[src/rtl/i2s_receiver_pkg.sv]
`default_nettype none
// ============================================================================
//  Module      : i2s_receiver_pkg
//  Description : Shared definitions for the I2S receive path: default sample
//                width, left-channel word-select level, FSM state encoding and
//                a helper that sizes the bit counter.
//  Revision    : 1.0 - initial release
// ============================================================================
package i2s_receiver_pkg;

    localparam int   SAMPLE_WIDTH_DEF = 24;
    localparam logic LRCLK_LEFT       = 1'b0;

    typedef enum logic [2:0] {
        ST_SYNC   = 3'd0,
        ST_LEFT   = 3'd1,
        ST_SKIP_L = 3'd2,
        ST_RIGHT  = 3'd3,
        ST_PUSH   = 3'd4,
        ST_SKIP_R = 3'd5
    } rx_state_e;

    // Counter must reach SLOT_WIDTH+1 for the skip timeout.
    function automatic int cnt_width(input int slot_width);
        return $clog2(slot_width + 3);
    endfunction

endpackage
`default_nettype wire

[src/rtl/i2s_receiver_fifo.sv]
`default_nettype none
// ============================================================================
//  Module      : i2s_receiver_fifo
//  Description : Show-ahead register-array FIFO. Head word is presented on
//                rd_data_o whenever not empty (zero while empty). Pointers
//                carry one extra wrap bit so full and empty are distinct.
//  Revision    : 1.0 - initial release
// ============================================================================
module i2s_receiver_fifo #(
    parameter int WIDTH      = 48,
    parameter int DEPTH_LOG2 = 3
) (
    input  logic                  clk_i,
    input  logic                  reset_i,
    input  logic                  wr_en_i,
    input  logic [WIDTH-1:0]      wr_data_i,
    input  logic                  rd_en_i,
    output logic [WIDTH-1:0]      rd_data_o,
    output logic                  empty_o,
    output logic [DEPTH_LOG2:0]   level_o
);

    localparam int DEPTH = 1 << DEPTH_LOG2;

    logic [WIDTH-1:0]    mem_q [DEPTH];
    logic [DEPTH_LOG2:0] wr_ptr_q;
    logic [DEPTH_LOG2:0] rd_ptr_q;

    logic [DEPTH_LOG2:0] w_level;
    logic                w_empty;
    logic                w_full;
    logic                w_do_rd;
    logic                w_do_wr;

    assign w_level = wr_ptr_q - rd_ptr_q;
    assign w_empty = (w_level == '0);
    assign w_full  = w_level[DEPTH_LOG2];
    assign w_do_rd = rd_en_i & ~w_empty;
    // A pop in the same cycle frees the slot being written when full.
    assign w_do_wr = wr_en_i & (~w_full | w_do_rd);

    // Storage array; contents need no reset because the output is masked while empty.
    always_ff @(posedge clk_i) begin
        if (w_do_wr) begin
            mem_q[wr_ptr_q[DEPTH_LOG2-1:0]] <= wr_data_i;
        end
    end

    // Read and write pointers with wrap bit.
    always_ff @(posedge clk_i or posedge reset_i) begin
        if (reset_i) begin
            wr_ptr_q <= '0;
            rd_ptr_q <= '0;
        end else begin
            if (w_do_wr) wr_ptr_q <= wr_ptr_q + 1'b1;
            if (w_do_rd) rd_ptr_q <= rd_ptr_q + 1'b1;
        end
    end

    assign rd_data_o = w_empty ? '0 : mem_q[rd_ptr_q[DEPTH_LOG2-1:0]];
    assign empty_o   = w_empty;
    assign level_o   = w_level;

endmodule
`default_nettype wire

[src/rtl/i2s_receiver.sv]
`default_nettype none
// ============================================================================
//  Module      : i2s_receiver
//  Description : I2S stereo capture into the clk domain. Synchronises
//                bclk/lrclk/sdata, detects bclk rises, deserialises 24-bit
//                left/right words (one-bit delay after word select changes)
//                and queues completed frames in a show-ahead FIFO.
//                Optional macro I2S_RX_LEVEL_EN adds the FIFO occupancy port.
//  Revision    : 1.0 - initial release
// ============================================================================
module i2s_receiver
    import i2s_receiver_pkg::*;
#(
    parameter int SAMPLE_WIDTH    = SAMPLE_WIDTH_DEF,
    parameter int SLOT_WIDTH      = 32,
    parameter int FIFO_DEPTH_LOG2 = 3
) (
    input  logic                      clk,
    input  logic                      reset,
    input  logic                      bclk,
    input  logic                      lrclk,
    input  logic                      sdata,
    output logic [SAMPLE_WIDTH-1:0]   frame_out_l,
    output logic [SAMPLE_WIDTH-1:0]   frame_out_r,
    output logic                      empty,
    input  logic                      read_frame,
    output logic                      overflow,
    input  logic                      clear_overflow
`ifdef I2S_RX_LEVEL_EN
    ,
    output logic [FIFO_DEPTH_LOG2:0]  level
`endif
);

    localparam int                CNT_W       = cnt_width(SLOT_WIDTH);
    localparam logic [CNT_W-1:0]  c_LAST_BIT  = CNT_W'(SAMPLE_WIDTH - 1);
    localparam logic [CNT_W-1:0]  c_SKIP_MAX  = CNT_W'(SLOT_WIDTH + 1);

    logic [1:0]              bclk_sync_q;
    logic [1:0]              lrclk_sync_q;
    logic [1:0]              sdata_sync_q;
    logic                    bclk_prev_q;
    logic                    lr_prev_q;

    rx_state_e               state_q, state_d;
    logic [CNT_W-1:0]        cnt_q, cnt_d;
    logic [SAMPLE_WIDTH-1:0] sh_l_q, sh_l_d;
    logic [SAMPLE_WIDTH-1:0] sh_r_q, sh_r_d;
    logic                    overflow_q;

    logic                    w_rise;
    logic                    w_lr;
    logic                    w_sd;
    logic                    w_bound;
    logic                    w_push;
    logic                    w_full;
    logic                    w_fifo_empty;
    logic [2*SAMPLE_WIDTH-1:0] w_head;
    logic [FIFO_DEPTH_LOG2:0]  w_level;

    // Two-flop synchronisers for the three serial-side inputs plus bclk history.
    always_ff @(posedge clk or posedge reset) begin
        if (reset) begin
            bclk_sync_q  <= '0;
            lrclk_sync_q <= '0;
            sdata_sync_q <= '0;
            bclk_prev_q  <= 1'b0;
        end else begin
            bclk_sync_q  <= {bclk_sync_q[0], bclk};
            lrclk_sync_q <= {lrclk_sync_q[0], lrclk};
            sdata_sync_q <= {sdata_sync_q[0], sdata};
            bclk_prev_q  <= bclk_sync_q[1];
        end
    end

    assign w_rise  = bclk_sync_q[1] & ~bclk_prev_q;
    assign w_lr    = lrclk_sync_q[1];
    assign w_sd    = sdata_sync_q[1];
    assign w_bound = w_rise & (w_lr != lr_prev_q);

    // Word-select value seen at the previous bclk rise, for boundary detection.
    always_ff @(posedge clk or posedge reset) begin
        if (reset) begin
            lr_prev_q <= 1'b0;
        end else if (w_rise) begin
            lr_prev_q <= w_lr;
        end
    end

    // Capture FSM and shift-register state.
    always_ff @(posedge clk or posedge reset) begin
        if (reset) begin
            state_q <= ST_SYNC;
            cnt_q   <= '0;
            sh_l_q  <= '0;
            sh_r_q  <= '0;
        end else begin
            state_q <= state_d;
            cnt_q   <= cnt_d;
            sh_l_q  <= sh_l_d;
            sh_r_q  <= sh_r_d;
        end
    end

    // Next-state: a boundary rise carries the previous word's LSB, so the
    // MSB of the new word arrives on the following rise.
    always_comb begin
        state_d = state_q;
        cnt_d   = cnt_q;
        sh_l_d  = sh_l_q;
        sh_r_d  = sh_r_q;
        w_push  = 1'b0;
        case (state_q)
            ST_SYNC: begin
                if (w_bound && (w_lr == LRCLK_LEFT)) begin
                    state_d = ST_LEFT;
                    cnt_d   = '0;
                end
            end
            ST_LEFT, ST_RIGHT: begin
                if (w_bound) begin
                    // Word ended early: drop the partial frame.
                    cnt_d   = '0;
                    state_d = (w_lr == LRCLK_LEFT) ? ST_LEFT : ST_SYNC;
                end else if (w_rise) begin
                    if (state_q == ST_LEFT) begin
                        sh_l_d = {sh_l_q[SAMPLE_WIDTH-2:0], w_sd};
                    end else begin
                        sh_r_d = {sh_r_q[SAMPLE_WIDTH-2:0], w_sd};
                    end
                    if (cnt_q == c_LAST_BIT) begin
                        cnt_d   = '0;
                        state_d = (state_q == ST_LEFT) ? ST_SKIP_L : ST_PUSH;
                    end else begin
                        cnt_d = cnt_q + 1'b1;
                    end
                end
            end
            ST_PUSH: begin
                w_push  = 1'b1;
                cnt_d   = '0;
                state_d = ST_SKIP_R;
            end
            ST_SKIP_L, ST_SKIP_R: begin
                if (w_bound) begin
                    cnt_d = '0;
                    if (w_lr == LRCLK_LEFT) begin
                        state_d = ST_LEFT;
                    end else begin
                        state_d = (state_q == ST_SKIP_L) ? ST_RIGHT : ST_SYNC;
                    end
                end else if (w_rise) begin
                    if (cnt_q == c_SKIP_MAX) begin
                        cnt_d   = '0;
                        state_d = ST_SYNC;
                    end else begin
                        cnt_d = cnt_q + 1'b1;
                    end
                end
            end
            default: begin
                state_d = ST_SYNC;
                cnt_d   = '0;
            end
        endcase
    end

    i2s_receiver_fifo #(
        .WIDTH      (2 * SAMPLE_WIDTH),
        .DEPTH_LOG2 (FIFO_DEPTH_LOG2)
    ) u_fifo (
        .clk_i     (clk),
        .reset_i   (reset),
        .wr_en_i   (w_push),
        .wr_data_i ({sh_l_q, sh_r_q}),
        .rd_en_i   (read_frame),
        .rd_data_o (w_head),
        .empty_o   (w_fifo_empty),
        .level_o   (w_level)
    );

    assign w_full = w_level[FIFO_DEPTH_LOG2];

    // Sticky drop flag; a clear request beats a simultaneous drop.
    always_ff @(posedge clk or posedge reset) begin
        if (reset) begin
            overflow_q <= 1'b0;
        end else if (clear_overflow) begin
            overflow_q <= 1'b0;
        end else if (w_push && w_full && !read_frame) begin
            overflow_q <= 1'b1;
        end
    end

    assign frame_out_l = w_head[2*SAMPLE_WIDTH-1:SAMPLE_WIDTH];
    assign frame_out_r = w_head[SAMPLE_WIDTH-1:0];
    assign empty       = w_fifo_empty;
    assign overflow    = overflow_q;
`ifdef I2S_RX_LEVEL_EN
    assign level       = w_level;
`endif

endmodule
`default_nettype wire

[config.mk]
export PLATFORM = sky130hd
export DESIGN_NAME = i2s_receiver
export DESIGN_NICKNAME = d
export VERILOG_FILES = /design/src/rtl/i2s_receiver_pkg.sv /design/src/rtl/i2s_receiver_fifo.sv /design/src/rtl/i2s_receiver.sv
export SDC_FILE = /design/constraint.sdc
export NUM_CORES = 1
export LEC_CHECK = 0
export ABC_AREA = 1
export CORE_MARGIN = 8
export CORE_UTILIZATION = 50
export DETAILED_ROUTE_END_ITERATION = 8
export PLACE_DENSITY = 0.67
export SETUP_SLACK_MARGIN = 0.02
export SLEW_MARGIN = 20
export SYNTH_ARGS = -nofsm -noshare
export SYNTH_HDL_FRONTEND = slang
export SYNTH_SLANG_ARGS = --single-unit
export TNS_END_PERCENT = 50
[constraint.sdc]
create_clock -name clk -period 5.9 [get_ports clk]
set_clock_uncertainty 0.2 [all_clocks]
set_input_delay 0.885 -clock clk [delete_from_list [all_inputs] [get_ports clk]]
set_output_delay 0.885 -clock clk [all_outputs]
set_load 0.02 [all_outputs]
## Word-level counts from Yosys, hierarchy flattened

Memory sizes are Yosys's and may differ from the RTL's.
Index checks and enable logic that the tools add are counted.

- Word-level logic and storage cells: 80
- Memories: 1
- Input port bits: 7
- Output and inout port bits: 50
- Bits in writable memories: 384
- Register bits after elaboration: 74

- Add/subtract/negate cells: 4
- Reductions and logical operators: 13
- Multiplexer cells: 26
- Equality and inequality tests: 13
- Bitwise logic cells: 11

Memory list:

| memory | depth | bits a word | read ports | clocked after memory_dff | write ports | RTL line | RTL |
|---|---|---|---|---|---|---|---|
| u_fifo.mem_q | 8 | 48 | 1 | 0 | 1 | i2s_receiver_fifo.sv:25 | `logic [WIDTH-1:0] mem_q [DEPTH];` |

Operators by type and width:

| cell | number |
|---|---|
| 2-to-1 mux 48 bit | 1 |
| 2-to-1 mux 6 bit | 7 |
| 2-to-1 mux 3 bit | 8 |
| one-hot mux 6 bit (3 select lines) | 1 |
| inequality test 3 bit, second input constant | 4 |
| one-hot mux 3 bit (4 select lines) | 1 |
| adder 4 x 1 -> 4 bit, second input constant | 2 |
| AND reduction 4 bit | 2 |
| adder 6 x 1 -> 6 bit, second input constant | 1 |
| equality test 3 x 2 -> 1 bit, second input constant | 2 |
| equality test 3 bit, second input constant | 2 |
| equality test 6 x 5 -> 1 bit, second input constant | 1 |
| equality test 6 bit, second input constant | 1 |
| 2-to-1 mux 1 bit | 6 |
| NOT 1 bit | 6 |
| AND reduction 5 bit | 1 |
| AND 1 bit | 4 |
| logical NOT 4 bit | 1 |
| 2-to-1 mux 2 bit | 2 |
| OR reduction 2 bit | 2 |
| subtractor 4 bit | 1 |
| equality test 3 x 1 -> 1 bit, second input constant | 1 |
| logical AND 1 bit | 3 |
| logical NOT 3 bit | 1 |
| other kinds (6) | 6 |

## Logic depth before layout (Yosys ltp)

- Depth in word-level cells: 8
- Depth in mapped cells: 15
- Mapped depth without buffers: 12

## Cells and area by module

Synthesis repeated with hierarchy kept, for this count alone.

- Cell total of the unflattened synthesis: 1,736
- Area total of the unflattened synthesis: 19,205.9 um2

Modules (own cells, without submodules):

| module | instances | area each (um2) | sequential area each (um2) | cells each |
|---|---|---|---|---|
| i2s_receiver_fifo | 1 | 16,314.4 | 11,731.3 | 1,429 |
| i2s_receiver | 1 | 2,891.5 | 1,651.6 | 307 |

## Worst setup path after synthesis

OpenSTA, ideal clock, no wires.

- Path kind: reg-to-reg
- From: register u_fifo.rd_ptr_q[1]
- To: memory u_fifo.mem_q[0][0], enable pin
- Data required time: 5,246 ps
- Arrival time: 3,910 ps
- Path buffers: 3
- Path slack: 1,336 ps
- Stages on the path, launching flop included: 13
- Period minus slack after synthesis: 4,564 ps
- Setup time: 454 ps
- Path through: dfrtp_1 buf_2 inv_2 buf_2 clkbuf_1 ha_1 nand2_1 nand2_1 nand3_1 nand2_1 nand2_1 nand3_1 nor2_1

- Word-level cells in the longest chain between the ends: 8
- Elaborated cells between the ends (all ways): 9
- Those cells by class: 1 x add/sub; 2 x mux; 5 x bitwise; 1 x reduce/logical

RTL lines:

| what | RTL line | RTL |
|---|---|---|
| from (decl) | i2s_receiver_fifo.sv:27 | `logic [DEPTH_LOG2:0] rd_ptr_q;` |
| from (signal assigned) | i2s_receiver_fifo.sv:56 | `if (w_do_rd) rd_ptr_q <= rd_ptr_q + 1'b1;` |
| subtractor 4 bit (*) | i2s_receiver_fifo.sv:35 | `assign w_level = wr_ptr_q - rd_ptr_q;` |
| logical NOT 4 bit | i2s_receiver_fifo.sv:36 | `assign w_empty = (w_level == '0);` |
| NOT 1 bit | i2s_receiver_fifo.sv:38 | `assign w_do_rd = rd_en_i & ~w_empty;` |
| AND 1 bit | i2s_receiver_fifo.sv:38 |  |
| bitwise OR 1 bit (*) | i2s_receiver_fifo.sv:40 | `assign w_do_wr = wr_en_i & (~w_full \| w_do_rd);` |
| AND 1 bit (*) | i2s_receiver_fifo.sv:40 |  |
| 2-to-1 mux 1 bit (*) | i2s_receiver_fifo.sv:44 | `if (w_do_wr) begin` |
| 2-to-1 mux 1 bit (not written as such) (*) | i2s_receiver_fifo.sv:45 | `mem_q[wr_ptr_q[DEPTH_LOG2-1:0]] <= wr_data_i;` |
| to (decl) | i2s_receiver_fifo.sv:25 |  |

Every way passes the cells marked *; elsewhere a longest branch is shown, timed or not.

## Final worst setup path

- From: register u_fifo.rd_ptr_q[0]
- To: output port frame_out_r[18]

- Word-level cells in the longest chain between the ends: 3
- Elaborated cells between the ends (all ways): 4
- Those cells by class: 1 x add/sub; 1 x mux; 1 x reduce/logical; 1 x memory

RTL lines:

| what | RTL line | RTL |
|---|---|---|
| subtractor 4 bit | i2s_receiver_fifo.sv:35 |  |
| logical NOT 4 bit | i2s_receiver_fifo.sv:36 |  |
| 2-to-1 mux 48 bit (*) | i2s_receiver_fifo.sv:60 | `assign rd_data_o = w_empty ? '0 : mem_q[rd_ptr_q[DEPTH_LOG2-1:0]];` |
| to (decl) | i2s_receiver.sv:24 | `output logic [SAMPLE_WIDTH-1:0] frame_out_r,` |

Marked as above.

==> key figures <==
Clock tree
  • Clock-pin slew on the worst setup and hold paths: 0.06 ns
  • Clk root buf: clkbuf_16
  • CTS buffer count: between 40 and 50
  • Clock Latency Late Sink: around 0.56 ns
  • CTS tree: yes
  • Hold_buf cts: 0
  • Clock net sink count: 458
  • Max Root-Sink Buffers: 3
  • Post-CTS Setup Bufs: 0
  • Resized cells post-CTS: 0
  • Htree depth: 2

Drt
  • 1st-pass router iterations: 5
  • Routed WL: between 40000 and 50000 µm
  • Vias per cell: between 5 and 6
  • DR DRC count: 0
  • Routed Antenna Nets: 0
  • Vias post-DR: about 12k
  • Routed len/inst: 19.10 µm
  • Drt initial violations: 899

Yosys
  • Number of flops mapped to enable cells by yosys: around 380
  • Top-area cell type share of the netlist area: 62.34%
  • Top post-synthesis cells by count: 384 x edfxtp_1, 280 x nand2_1, 239 x nor2_1, 127 x nand3_1
  • Area leader, netlist: edfxtp_1
  • Syn Nets: 1589
  • Yosys warns: 0
  • Synth Register Bits: roughly 460
  • Avg Cell Area, Syn: 11.74 µm²
  • Most frequent cell after synthesis: edfxtp_1
  • Post-synthesis cell count: ~1.6k
  • Post-synth cell types: 31
  • Sequential fraction of the synthesis area: between 70% and 80%
  • Mapped cell area: roughly 18000 µm²
  • Ranking of synthesized cells by area: edfxtp_1 62%, dfrtp_1 10%, nand2_1 5.7%, nor2_1 4.8%, nand3_1 3.4%
  • Post-synth ARST share: 16.16%
  • Primary FF master, synth: edfxtp_1

Timing
  • Max Fclk: between 150 and 200 MHz
  • Final Setup Violations: 0
  • Final worst path period share: 85.39%
  • Min cycle time layout: 5.038 ns
  • Final Hold Fails: 0
  • RSZ-0062 raised after global routing: no
  • Actual slew at the worst max-slew pin: about 1.1 ns
  • Setup TNS: 0 ns
  • Max Slew Vio Count: 0
  • Hold_ws: roughly 0.15 ns
  • Slew HR: between 20% and 30%

GRT
  • Gr usage total: 18.44%
  • Global-route wire length before repair: 63820 µm
  • Pin count of the biggest net entering global routing: 110
  • Vias in the first global route: roughly 11k
  • GRT overflow: 0
  • Initial antenna violation count: 0

Layout
  • Final #Nets: 1629
  • Ant. Diodes: 0
  • Area Growth Syn to Fin: 13.50%
  • Share of cells above drive strength 1: under 10%
  • Utilization after layout: 57.49%

Placement
  • PortBufs: 56
  • DP HPWL: 21180 µm
  • Gpl congestion: 0.7975

Worst setup path
  • Worst setup SP type: flip-flop
  • CP Capture Type: output port
  • Critical Path Max Stage Delay: roughly 0.81 ns
  • Reg2reg start: u_fifo.rd_ptr_q[1]$_DFFE_PP0P_
  • CP Class: reg2out
  • R2R setup slack: 1.79 ns
  • CP Max Fanout: around 110
  • CP Cell Sequence: inv_6 > buf_4 > nor2_1 > o21ai_0 > a21oi_1 > nor3_2 > clkdlybuf4s50_1
  • Worst EP arrival: 3.95 ns
  • CP max-delay cell: dfrtp_4
  • Reg2reg end: u_fifo.mem_q[0][16]$_DFFE_PP_
  • Worst reg2reg path depth: 10
  • CP Data Required Time: between 4 and 5 ns

Pwr
  • Total power: 11.47 mW
  • VDD IR max: 0.0004113 V
  • Power per cell area: roughly 550 nW/µm²
  • Static Leak: 7.613 nW

Floorplan
  • CORE AREA: about 37000 µm²
  • IO Pins: 57
  • Chip width: approximately 210 µm
  • Initial core utilization: between 50% and 60%
  • Die Height: 208.3 µm
  • Rows: 70
  • Die area: 43410 µm²

Job
  • Max Cap Viol: 0

Status
  • Outcome: finished, final reports clean

Min path
  • Worst Hold Class: reg2reg
  • Worst Min Path Start: lrclk_sync_q[0]$_DFF_PP0_
  • WHS Endpoint: lrclk_sync_q[1]$_DFF_PP0_
  • Hold Path Cell Cnt: 0
-- placed cells by master, fill, tap and decap left out, drive strengths merged, types with 7 or more instances in the layout --
| cell | instances |
|---|---|
| edfxtp | 384 |
| nand3 | 128 |
| a21oi | 119 |
| nand2 | 284 |
| nor2 | 239 |
| nor3 | 47 |
| ha | 7 |
| o21ai | 129 |
| clkinv | 8 |
| inv | 56 |
| clkdlybuf4s50 | 56 |
| dfrtp | 74 |
| clkbuf | 71 |
| buf | 26 |
-- worst max-delay path by stage --
stage,startpoint,to,slack (ns),cells after the start
after floorplan,u_fifo.rd_ptr_q[1]$_DFFE_PP0P_,u_fifo.mem_q[0][0]$_DFFE_PP_,1.34,12
after global placement,u_fifo.rd_ptr_q[0]$_DFFE_PP0P_,frame_out_r[16],1.45,7
after detailed placement,u_fifo.rd_ptr_q[0]$_DFFE_PP0P_,frame_out_r[14],1.43,7
after CTS,u_fifo.rd_ptr_q[0]$_DFFE_PP0P_,frame_out_r[14],0.84,7
after global routing,u_fifo.rd_ptr_q[0]$_DFFE_PP0P_,frame_out_r[14],0.60,7
final,u_fifo.rd_ptr_q[0]$_DFFE_PP0P_,frame_out_r[18],0.86,7
-- where the power goes --
group	switching (mW)	internal, mW	total, mW	leakage, nW
clock network	1.17	1.67	2.85	0.717
logic	2.50	1.42	3.92	2.47
registers	0.538	4.16	4.69	4.42
-- cells by family after synthesis --
group                      after synthesis  synth area share (%)
and+or+nand+nor                        704                 16.21
DFF                                    458                 72.35
xor gates and xnor gates                 6                0.2841
buffers and inverters                  145                 3.646
AOI/OAI and AO/OA                      255                 7.035
adders and majority gates                7                0.4735
-- worst max-delay path: cells and delay by family, from the launching register on --
family	cells	cell delay, ns
and+or+nand+nor	2	0.36
buffers and inverters	3	1.91
DFF	1	0.81
AOI/OAI and AO/OA	2	0.24
-- routing by layer --
layer | track usage [%] | up-vias | part of all wire, %
li1 | - | 5573 | -
met1 | 25.42 | 5661 | 44
met2 | 30.65 | 373 | 48
met3 | 2.630 | 56 | 6.7
met4 | 4.577 | 0 | 1.6
met5 | 0 | - | 0
-- registers in the layout (all words and copies together) (netlist names), 3 cells and up --
| name | flops |
|---|---|
| u_fifo.mem_q | 384 |
| sh_l_q | 24 |
| sh_r_q | 24 |
| cnt_q | 6 |
| u_fifo.rd_ptr_q | 4 |
| u_fifo.wr_ptr_q | 4 |
| state_q | 3 |
-- per-stage QoR --
stage	std cells	setup WS, ns	instance area, µm²
after floorplan	1575	1.336	18500
after global placement	2035	1.452	19510
after detailed placement	2035	1.430	19510
after CTS	2120	0.8381	21000
after global routing	2120	0.6003	21000
final	2120	0.8618	21000
-- cell type report --
type	count	area, µm²
repair buffers	82	818.3
well taps	468	585.6
clock inverters	14	170.2
clock buffers	71	1316
flip-flops and latches	458	13390
inverters	55	212.7
fillers	2879	15530
multi-input cells	972	4501
Power figures use the tool's default switching activity.
